<file path="src/rtl/fetch_queue_if.sv">
// Fetch-queue boundary signals: redirect, decode handshake, icache request/response and status.
interface fetch_queue_if #(
   parameter int XLEN     = 32,
   parameter int FQ_DEPTH = 4
);
   logic                            flush_i;
   logic [XLEN-1:0]                 flush_pc_i;
   logic                            ready_in;
   logic                            valid_out;
   logic [XLEN-1:0]                 pc_out;
   logic [31:0]                     instr_out;
   logic                            icache_en_o;
   logic [XLEN-1:0]                 icache_addr_o;
   logic [31:0]                     icache_rdata_i;
   logic                            icache_rvalid_i;
   logic [$clog2(FQ_DEPTH+1)-1:0]   fq_count_o;
   logic                            err_o;

   modport master (
      input  flush_i, flush_pc_i, ready_in, icache_rdata_i, icache_rvalid_i,
      output valid_out, pc_out, instr_out, icache_en_o, icache_addr_o, fq_count_o, err_o
   );

   modport slave (
      output flush_i, flush_pc_i, ready_in, icache_rdata_i, icache_rvalid_i,
      input  valid_out, pc_out, instr_out, icache_en_o, icache_addr_o, fq_count_o, err_o
   );
endinterface

</file>
<file path="src/rtl/fetch_queue.sv">
// Pipelined fetch: up to MAX_OUTSTANDING icache requests in flight, responses queued toward decode.
// Request at T, response at T+L, valid_out at T+L+1; decode stalls throttle issue through a credit check.
module fetch_queue #(
   parameter int              XLEN            = 32,
   parameter int              FQ_DEPTH        = 4,
   parameter int              MAX_OUTSTANDING = 2,
   parameter logic [XLEN-1:0] RESET_PC        = 32'h0000_0000
) (
   input logic           clk,
   input logic           rst,
   fetch_queue_if.master fq
);
   localparam int PTR_W = $clog2(FQ_DEPTH);
   localparam int CNT_W = $clog2(FQ_DEPTH + 1);
   localparam int OUT_W = $clog2(MAX_OUTSTANDING + 1);

   logic [XLEN-1:0]  issue_pc;
   logic [XLEN-1:0]  ret_pc;
   logic [OUT_W-1:0] outstanding;
   logic [OUT_W-1:0] outstanding_nxt;
   logic [OUT_W-1:0] drop_cnt;
   logic [PTR_W-1:0] rd_ptr;
   logic [PTR_W-1:0] wr_ptr;
   logic [CNT_W-1:0] count;
   logic [XLEN-1:0]  pc_mem    [FQ_DEPTH];
   logic [31:0]      instr_mem [FQ_DEPTH];
   logic             err_q;
   logic             issue;
   logic             rsp;
   logic             push;
   logic             pop;

   // Live in-flight requests plus queued entries may never exceed the FIFO, so every
   // accepted response has a slot; stale requests do not reserve space.
   always_comb begin
      issue = !fq.flush_i
              && (int'(outstanding) < MAX_OUTSTANDING)
              && (int'(outstanding) - int'(drop_cnt) + int'(count) < FQ_DEPTH);
      rsp   = fq.icache_rvalid_i && (outstanding != '0);
      push  = rsp && (drop_cnt == '0) && !fq.flush_i;
      pop   = (count != '0) && fq.ready_in && !fq.flush_i;
      outstanding_nxt = outstanding + OUT_W'(issue) - OUT_W'(rsp);
   end

   assign fq.icache_en_o   = issue;
   assign fq.icache_addr_o = issue_pc;
   assign fq.valid_out     = (count != '0);
   assign fq.pc_out        = pc_mem[rd_ptr];
   assign fq.instr_out     = instr_mem[rd_ptr];
   assign fq.fq_count_o    = count;
   assign fq.err_o         = err_q;

   always_ff @(posedge clk) begin
      if (rst) begin
         issue_pc    <= RESET_PC;
         ret_pc      <= RESET_PC;
         outstanding <= '0;
         drop_cnt    <= '0;
         rd_ptr      <= '0;
         wr_ptr      <= '0;
         count       <= '0;
         err_q       <= 1'b0;
      end else begin
         outstanding <= outstanding_nxt;
         if (fq.icache_rvalid_i && (outstanding == '0)) begin
            err_q <= 1'b1;
         end
         if (fq.flush_i) begin
            // Everything still in flight after this cycle belongs to the old path.
            issue_pc <= fq.flush_pc_i;
            ret_pc   <= fq.flush_pc_i;
            drop_cnt <= outstanding_nxt;
            rd_ptr   <= '0;
            wr_ptr   <= '0;
            count    <= '0;
         end else begin
            if (issue) begin
               issue_pc <= issue_pc + XLEN'(4);
            end
            if (rsp && (drop_cnt != '0)) begin
               drop_cnt <= drop_cnt - OUT_W'(1);
            end
            if (push) begin
               wr_ptr <= wr_ptr + PTR_W'(1);
               ret_pc <= ret_pc + XLEN'(4);
            end
            if (pop) begin
               rd_ptr <= rd_ptr + PTR_W'(1);
            end
            count <= count + CNT_W'(push) - CNT_W'(pop);
         end
      end
   end

   always_ff @(posedge clk) begin
      if (!rst && push) begin
         assert (count != CNT_W'(FQ_DEPTH));
         pc_mem[wr_ptr]    <= ret_pc;
         instr_mem[wr_ptr] <= fq.icache_rdata_i;
      end
   end
endmodule

</file>
<file path="src/flat_wrapper.sv">
// flat-port wrapper written by rule: the top's interface ports become plain ports
module fetch_queue_flat 
#(
   parameter int              XLEN            = 32,
   parameter int              FQ_DEPTH        = 4,
   parameter int              MAX_OUTSTANDING = 2,
   parameter logic [XLEN-1:0] RESET_PC        = 32'h0000_0000
)
  (clk, rst, fq_flush_i, fq_flush_pc_i, fq_ready_in, fq_icache_rdata_i, fq_icache_rvalid_i, fq_valid_out, fq_pc_out, fq_instr_out, fq_icache_en_o, fq_icache_addr_o, fq_fq_count_o, fq_err_o);
  fetch_queue_if #(.XLEN(XLEN), .FQ_DEPTH(FQ_DEPTH)) fq_i ();
  input logic clk;
  input logic rst;
  input wire logic [$bits(fq_i.flush_i)-1:0] fq_flush_i;
  input wire logic [$bits(fq_i.flush_pc_i)-1:0] fq_flush_pc_i;
  input wire logic [$bits(fq_i.ready_in)-1:0] fq_ready_in;
  input wire logic [$bits(fq_i.icache_rdata_i)-1:0] fq_icache_rdata_i;
  input wire logic [$bits(fq_i.icache_rvalid_i)-1:0] fq_icache_rvalid_i;
  output wire logic [$bits(fq_i.valid_out)-1:0] fq_valid_out;
  output wire logic [$bits(fq_i.pc_out)-1:0] fq_pc_out;
  output wire logic [$bits(fq_i.instr_out)-1:0] fq_instr_out;
  output wire logic [$bits(fq_i.icache_en_o)-1:0] fq_icache_en_o;
  output wire logic [$bits(fq_i.icache_addr_o)-1:0] fq_icache_addr_o;
  output wire logic [$bits(fq_i.fq_count_o)-1:0] fq_fq_count_o;
  output wire logic [$bits(fq_i.err_o)-1:0] fq_err_o;
  assign fq_i.flush_i = fq_flush_i;
  assign fq_i.flush_pc_i = fq_flush_pc_i;
  assign fq_i.ready_in = fq_ready_in;
  assign fq_i.icache_rdata_i = fq_icache_rdata_i;
  assign fq_i.icache_rvalid_i = fq_icache_rvalid_i;
  assign fq_valid_out = fq_i.valid_out;
  assign fq_pc_out = fq_i.pc_out;
  assign fq_instr_out = fq_i.instr_out;
  assign fq_icache_en_o = fq_i.icache_en_o;
  assign fq_icache_addr_o = fq_i.icache_addr_o;
  assign fq_fq_count_o = fq_i.fq_count_o;
  assign fq_err_o = fq_i.err_o;
  fetch_queue #(.XLEN(XLEN), .FQ_DEPTH(FQ_DEPTH), .MAX_OUTSTANDING(MAX_OUTSTANDING), .RESET_PC(RESET_PC)) u_core (.clk(clk), .rst(rst), .fq(fq_i));
endmodule
</file>
<file path="config.mk">
export PLATFORM = sky130hd
export DESIGN_NAME = fetch_queue_flat
export DESIGN_NICKNAME = d
export VERILOG_FILES = /design/src/rtl/fetch_queue_if.sv /design/src/rtl/fetch_queue.sv /design/src/flat_wrapper.sv
export SDC_FILE = /design/constraint.sdc
export NUM_CORES = 1
export LEC_CHECK = 0
export CORE_ASPECT_RATIO = 0.9
export CORE_MARGIN = 4
export CORE_UTILIZATION = 40
export CTS_CLUSTER_DIAMETER = 150
export DETAILED_ROUTE_END_ITERATION = 10
export PLACE_DENSITY_LB_ADDON = 0.12
export SETUP_SLACK_MARGIN = 0.1
export SLEW_MARGIN = 20
export SYNTH_ARGS = -nofsm -noshare
export SYNTH_HDL_FRONTEND = slang
export SYNTH_SLANG_ARGS = --single-unit
export TNS_END_PERCENT = 5
</file>
<file path="constraint.sdc">
create_clock -name clk -period 4.4 [get_ports clk]
set_clock_uncertainty 0.2 [all_clocks]
set_input_delay 0.66 -clock clk [delete_from_list [all_inputs] [get_ports clk]]
set_output_delay 0.66 -clock clk [all_outputs]
set_load 0.01 [all_outputs]
</file>
# Word level (Yosys, flattened, before mapping)
# Memories as Yosys holds them, arrays and structs flattened. A register that Yosys moved wholly into a read port is not among the register bits.
# Index checks and enable logic that the tools add are counted.
# word_totals
ff_bits	76
mem_bits_rw	256
in_bits	69
out_inout_bits	102
memories	2
# op_classes
add_sub_neg	11
order_cmp	2
n_mux	12
reduce_logical	21
# memory_table
name	words	word_bits	rd	rd_clocked_by_memory_dff	write_ports	line	source
u_core.instr_mem	4	32	1	1	1	fetch_queue.sv:26	logic [31:0] instr_mem [FQ_DEPTH];
u_core.pc_mem	4	32	1	1	1	fetch_queue.sv:25	logic [XLEN-1:0] pc_mem [FQ_DEPTH];
# ops
operator	n
$mux W32	4
$add A32 B3 Y32 const B	2
$add A32 B4 Y32	1
$lt A32 B4 Y1 const B	1
$mux W2	6
$logic_and A1 B1 Y1	10
$reduce_bool A2 Y1	5
$add A2 B1 Y2 const B	2
$logic_not A2 Y1	2
$add A3 B1 Y3	1
$reduce_bool A3 Y1	1
$sub A2 B2 Y3	1
$sub A3 B1 Y3	1
$add A2 B1 Y2	1
$logic_not A1 Y1	2
$lt A2 B2 Y1 const B	1
$mux W1	2
$reduce_or A2 Y1	1
$sub A2 B1 Y2	1
$sub A2 B1 Y2 const B	1

# Longest topological paths before layout
# logic_depth
depth_word	7
depth_mapped	21

# Worst setup path before layout
# Ideal clock, no wire load.
# synth_timing
kind	register -> register
startpoint	register u_core.outstanding[0]
endpoint	register u_core.drop_cnt[1]
setup_ps	70
arrival_ps	3963
required_time_ps	4130
slack_ps	166
stages_incl_launch_ff	22
synth_period_minus_slack_ps	4234
cell_sequence	dfxtp_1 inv_1 ha_1 fa_1 inv_1 ha_1 and3b_1 or2_2 o21ai_0 a21boi_0 ha_1 and3_1 a41o_1 clkbuf_1 nand2_1 ha_1 inv_1 ha_1 xnor2_1 xnor2_1 nand2_1 a21oi_1
# synth_between
elab_chain_len	7
elab_cells_between_ends	13
cone_classes	4 x add/sub; 2 x order compare; 1 x mux; 6 x reduce/logical
# synth_lines
item	line	source
start, declared	fetch_queue.sv:19	logic [OUT_W-1:0] outstanding;
start signal, assigned	fetch_queue.sv:64	outstanding <= outstanding_nxt;
$sub A2 B2 Y3	fetch_queue.sv:38	&& (int'(outstanding) - int'(drop_cnt) + int'(count) < FQ_DEPTH);
$add A32 B4 Y32	fetch_queue.sv:38	
$lt A32 B4 Y1	fetch_queue.sv:38	
$logic_and A1 B1 Y1	fetch_queue.sv:38	
$add A2 B1 Y2	fetch_queue.sv:42	outstanding_nxt = outstanding + OUT_W'(issue) - OUT_W'(rsp);
$sub A2 B1 Y2	fetch_queue.sv:42	
$mux W2	fetch_queue.sv:68	if (fq.flush_i) begin
end signal, assigned	fetch_queue.sv:72	drop_cnt <= outstanding_nxt;
end signal, assigned	fetch_queue.sv:81	drop_cnt <= drop_cnt - OUT_W'(1);
end, declared	fetch_queue.sv:21	logic [OUT_W-1:0] drop_cnt;
# Several ways; a longest one is shown, not always the timed one.
# A chain may end at the register's enable or synchronous reset.

# Worst setup path after layout
# layout_timing
startpoint	register u_core.outstanding[0]
endpoint	output port fq_icache_en_o
# layout_between
elab_chain_len	4
elab_cells_between_ends	6
cone_classes	2 x add/sub; 2 x order compare; 2 x reduce/logical
# layout_lines
item	line	source
$sub A2 B2 Y3	fetch_queue.sv:38	
$add A32 B4 Y32	fetch_queue.sv:38	
$lt A32 B4 Y1	fetch_queue.sv:38	
$logic_and A1 B1 Y1 (*)	fetch_queue.sv:38	
end, declared	flat_wrapper.sv:21	output wire logic [$bits(fq_i.icache_en_o)-1:0] fq_icache_en_o;
# Mark *: on every way between the ends. The rest lies on a longest branch, timed or not.

==> impl_metrics.env <==
export IMPL_status="complete, no violations"
export IMPL_cp_num_buf_inv=4
export IMPL_avgSynthCellArea_um2=15.35
export IMPL_crit_arrival_ps=3460
export IMPL_drive_gt1_share_pct=15.29
export IMPL_hold_viol_final=0
export IMPL_synth_nets=983
export IMPL_hold_depth=2
export IMPL_synth_cells=894
export IMPL_required_ps=3540
export IMPL_yosys_top_cells_count="256 x edfxtp_1, 78 x dfxtp_1, 64 x mux4_2, 56 x nand2_1, 36 x nor2_1"
export IMPL_fin_area_um2=17210
export IMPL_yosysSeqAreaShare_pct=67.39
export IMPL_nFillCells=2927
export IMPL_antennaDiodeCount=0
export IMPL_hold_buffers=0
export IMPL_syn_to_final_growth_pct=25.43
export IMPL_post_route_drc_count=0
export IMPL_endpoint_kind="output pin"
export IMPL_synth_top_area_share_pct=56.01
export IMPL_place_detailed_hpwl_mm=19.51
export IMPL_clkPwrFrac_pct=37.1
export IMPL_clock_latency_ps=510
export IMPL_syn_area_um2=13720
export IMPL_regArea_um2=9255
export IMPL_hold_path_class="flop to flop"
export IMPL_place_area_um2=16030
export IMPL_power_share_combinational_pct=15.4
export IMPL_finalSetupViolCount=0
export IMPL_std_cell_rows=64
export IMPL_netlist_cell_type_count=56
export IMPL_start_util_pct=40.42
export IMPL_ir_worst_vdd_v=0.0005699
export IMPL_io_buffers=170
export IMPL_min_from="u_core.fq.icache_addr_o[0]$_SDFFE_PP0P_"
export IMPL_min_period_over_period_pct=98.16
export IMPL_htreeDepth=2
export IMPL_switching_power_mw=1.932
export IMPL_grt_overflow_total=0
export IMPL_path_clk_slew_ps=60
export IMPL_track_usage_pct=16.70
export IMPL_root_buffer="clkbuf_16"
export IMPL_ys_flop_type="edfxtp_1"
export IMPL_p_int_mw=5.678
export IMPL_rr_endpoint="u_core.drop_cnt[1]$_SDFFE_PP0P_"
export IMPL_synth_top_cell_by_area="edfxtp_1"
export IMPL_grt_pass1_wl_mm=48.84
export IMPL_leakage_nw=5.570
export IMPL_multiInputGateArea_um2=4205
export IMPL_min_to="u_core.fq.icache_addr_o[0]$_SDFFE_PP0P_"
export IMPL_critical_path_slowest_cell="fa_1"
export IMPL_cts_tree="yes"
export IMPL_start_kind="flop"
export IMPL_clk_path_buf_depth=3
export IMPL_fin_crit_ps=4319
export IMPL_grt_max_degree=69
export IMPL_critPathKind="flop to output pin"
export IMPL_synth_most_common_cell="edfxtp_1"
export IMPL_die_h_um=183.7
export IMPL_path_cells="inv_2 > ha_4 > fa_1 > inv_1 > ha_1 > and3b_2 > or2_4 > o21ai_2 > a21boi_2 > ha_1 > and3_4 > a41o_1 > nand2_1 > inv_1 > buf_6"
export IMPL_final_antenna_net_count=0
export IMPL_io_pins=171
export IMPL_clock_sinks=334
export IMPL_wl_mm=31.43
export IMPL_rsz0062_at_grt="yes"
export IMPL_gp_congestion=0.7808
export IMPL_viasPerCell=5.290
export IMPL_first_pass_iters=4
export IMPL_die_area_um2=37340
export IMPL_fin_total_pwr_mw=7.610
export IMPL_critical_path_max_stage_delay_ps=470
export IMPL_avgRoutedWirePerCell_um=20.06
export IMPL_p_sw_share_pct=25.39
export IMPL_yosysWarningCount=0
export IMPL_drv_slew=0
export IMPL_max_freq_mhz=231.5
export IMPL_cp_top_family="adder cells"
export IMPL_vias=8289
export IMPL_synth_edff_count=256
export IMPL_synthTopCellsByArea="edfxtp_1 56%, dfxtp_1 11%, mux4_2 11%, ha_1 1.6%, nand2_1 1.5%"
export IMPL_tightest_slew_ps=751.7
export IMPL_antenna_found_initial=0
export IMPL_synth_seq_cells=334
export IMPL_maxCapViolations=0
export IMPL_first_iter_violations=539
export IMPL_finalNetCount=1167
export IMPL_slew_headroom_pct=49.89
export IMPL_power_density_nw_per_um2=442.1
export IMPL_path_max_fanout=5
export IMPL_power_share_sequential_pct=47.5
export IMPL_core_area_um2=33950
export IMPL_fp_dieW_um=203.3
export IMPL_grt_pass1_vias=8398
export IMPL_reg2reg_depth=21
export IMPL_reg2reg_slack_ps=240
export IMPL_timing_rr_start="u_core.outstanding[0]$_SDFF_PP0_"
export IMPL_numCtsBuffers=36
export IMPL_async_flop_share_pct=0
layer usage:
layer	vias to the layer above	global-route usage, %	part of all wire [%]
met3	36	3.281	5.6
met4	0	3.723	1.2
met5	-	0	0
met1	4146	25.28	48
met2	228	25.28	45
li1	3879	-	-
how the worst max path moves through the flow:
| stage | start | endpoint | slack, ps | cells after the start |
|---|---|---|---|---|
| 2_1_floorplan | u_core.outstanding[0]$_SDFF_PP0_ | u_core.drop_cnt[1]$_SDFFE_PP0P_ | 170 | 21 |
| 3_3_place_gp | u_core.outstanding[0]$_SDFF_PP0_ | fq_icache_en_o | 40 | 15 |
| 3_5_place_dp | u_core.outstanding[0]$_SDFF_PP0_ | fq_icache_en_o | -3 | 15 |
| 4_1_cts | u_core.outstanding[0]$_SDFF_PP0_ | fq_icache_en_o | 80 | 15 |
| 5_1_grt | u_core.outstanding[0]$_SDFF_PP0_ | fq_icache_en_o | -60 | 15 |
| 6_report | u_core.outstanding[0]$_SDFF_PP0_ | fq_icache_en_o | 80 | 15 |
cell usage in the layout (no fill, tap or decap), types with 10 or more instances in the layout:
master             n
nor3_1            17
edfxtp_1         256
ha_1              17
nor4_1            11
clkdlybuf4s50_1  167
nand4_1           21
dfxtp_1           75
o21ai_0           15
xor2_1            23
nand3_1           28
or3_1             12
buf_4             16
inv_1             32
nand2_1           56
and3_1            10
a21oi_1           35
nor2_1            36
a21boi_0          11
mux4_2            64
xnor2_1           12
o31a_1            11
clkbuf_16         36
worst reg2reg max path, cell delays in order, from the launching register on:
cell and delay (ps):
dfxtp_2 330, inv_2 50, ha_4 150, fa_1 470, inv_1 40, ha_1 270, and3b_2 200, or2_4 150
o21ai_0 80, ha_1 220, nor4b_2 270, and3_4 220, a41o_1 190, nand2_1 70, buf_4 130, ha_1 260
inv_1 40, ha_1 200, xnor2_2 140, xnor2_1 160, nand2_1 80, a21oi_1 170
logic make-up (layout without fill, tap and decap cells):
group | after synthesis | count (layout) | synth area share [%]
multiplexers | 65 | 65 | 10.58
AO/OA/AOI/OAI | 135 | 135 | 6.865
flip-flops | 334 | 334 | 67.39
AND/OR/NAND/NOR | 223 | 223 | 8.487
adder cells (fa/ha/maj) | 20 | 20 | 1.933
XOR/XNOR | 36 | 36 | 2.297
buffers and inverters | 81 | 292 | 2.452
registers in the layout, summed over array words and instances (netlist names), named ones only:
register and cells:
u_core.drop_cnt 2, u_core.fq.err_o 1, u_core.fq.fq_count_o 3, u_core.fq.icache_addr_o 32
u_core.instr_mem 128, u_core.outstanding 2, u_core.pc_mem 128, u_core.rd_ptr 2
u_core.ret_pc 32, u_core.wr_ptr 2
cell type report:
type | instances | area share [%]
sequential | 334 | 53.77
multi-input combinational | 479 | 24.43
timing repair buffer | 193 | 11.35
clock buffer | 45 | 5.430
tap | 462 | 3.358
clock inverter | 20 | 0.9304
inverter | 34 | 0.7414
through the flow:
stage / hold WS (ps) / cells / util, % / setup slack [ps] / TNS (ps)
finish: 261.0 / 1567 / 50.70 / 81.01 / 0
CTS: 264.3 / 1565 / 50.55 / 81.45 / 0
global placement: 252.0 / 1496 / 47.20 / 42.43 / 0
detailed placement: 256.3 / 1496 / 47.20 / -2.710 / -2.710
global route: 293.6 / 1567 / 50.70 / -60.25 / -67.78
floorplan: 260.0 / 894 / - / 166.4 / 0
power groups by stage:
stage	clock [mW]	combinational [mW]	sequential (mW)
6_report	2.83	1.17	3.61
5_1_grt	3.05	1.28	3.63
4_1_cts	2.92	1.15	3.61
3_5_place_dp	0	1.10	3.68
3_3_place_gp	0	1.11	3.67
2_1_floorplan	0	0.680	3.65
timing repair:
item | CTS | global route
gates resized for setup | 14 | 6
gates cloned | 0 | 0
pin swaps | 6 | 7
setup buffers | 4 | 2
endpoints found under the setup margin | 2 | 3
No activity file was read; power rests on OpenSTA's default activity.
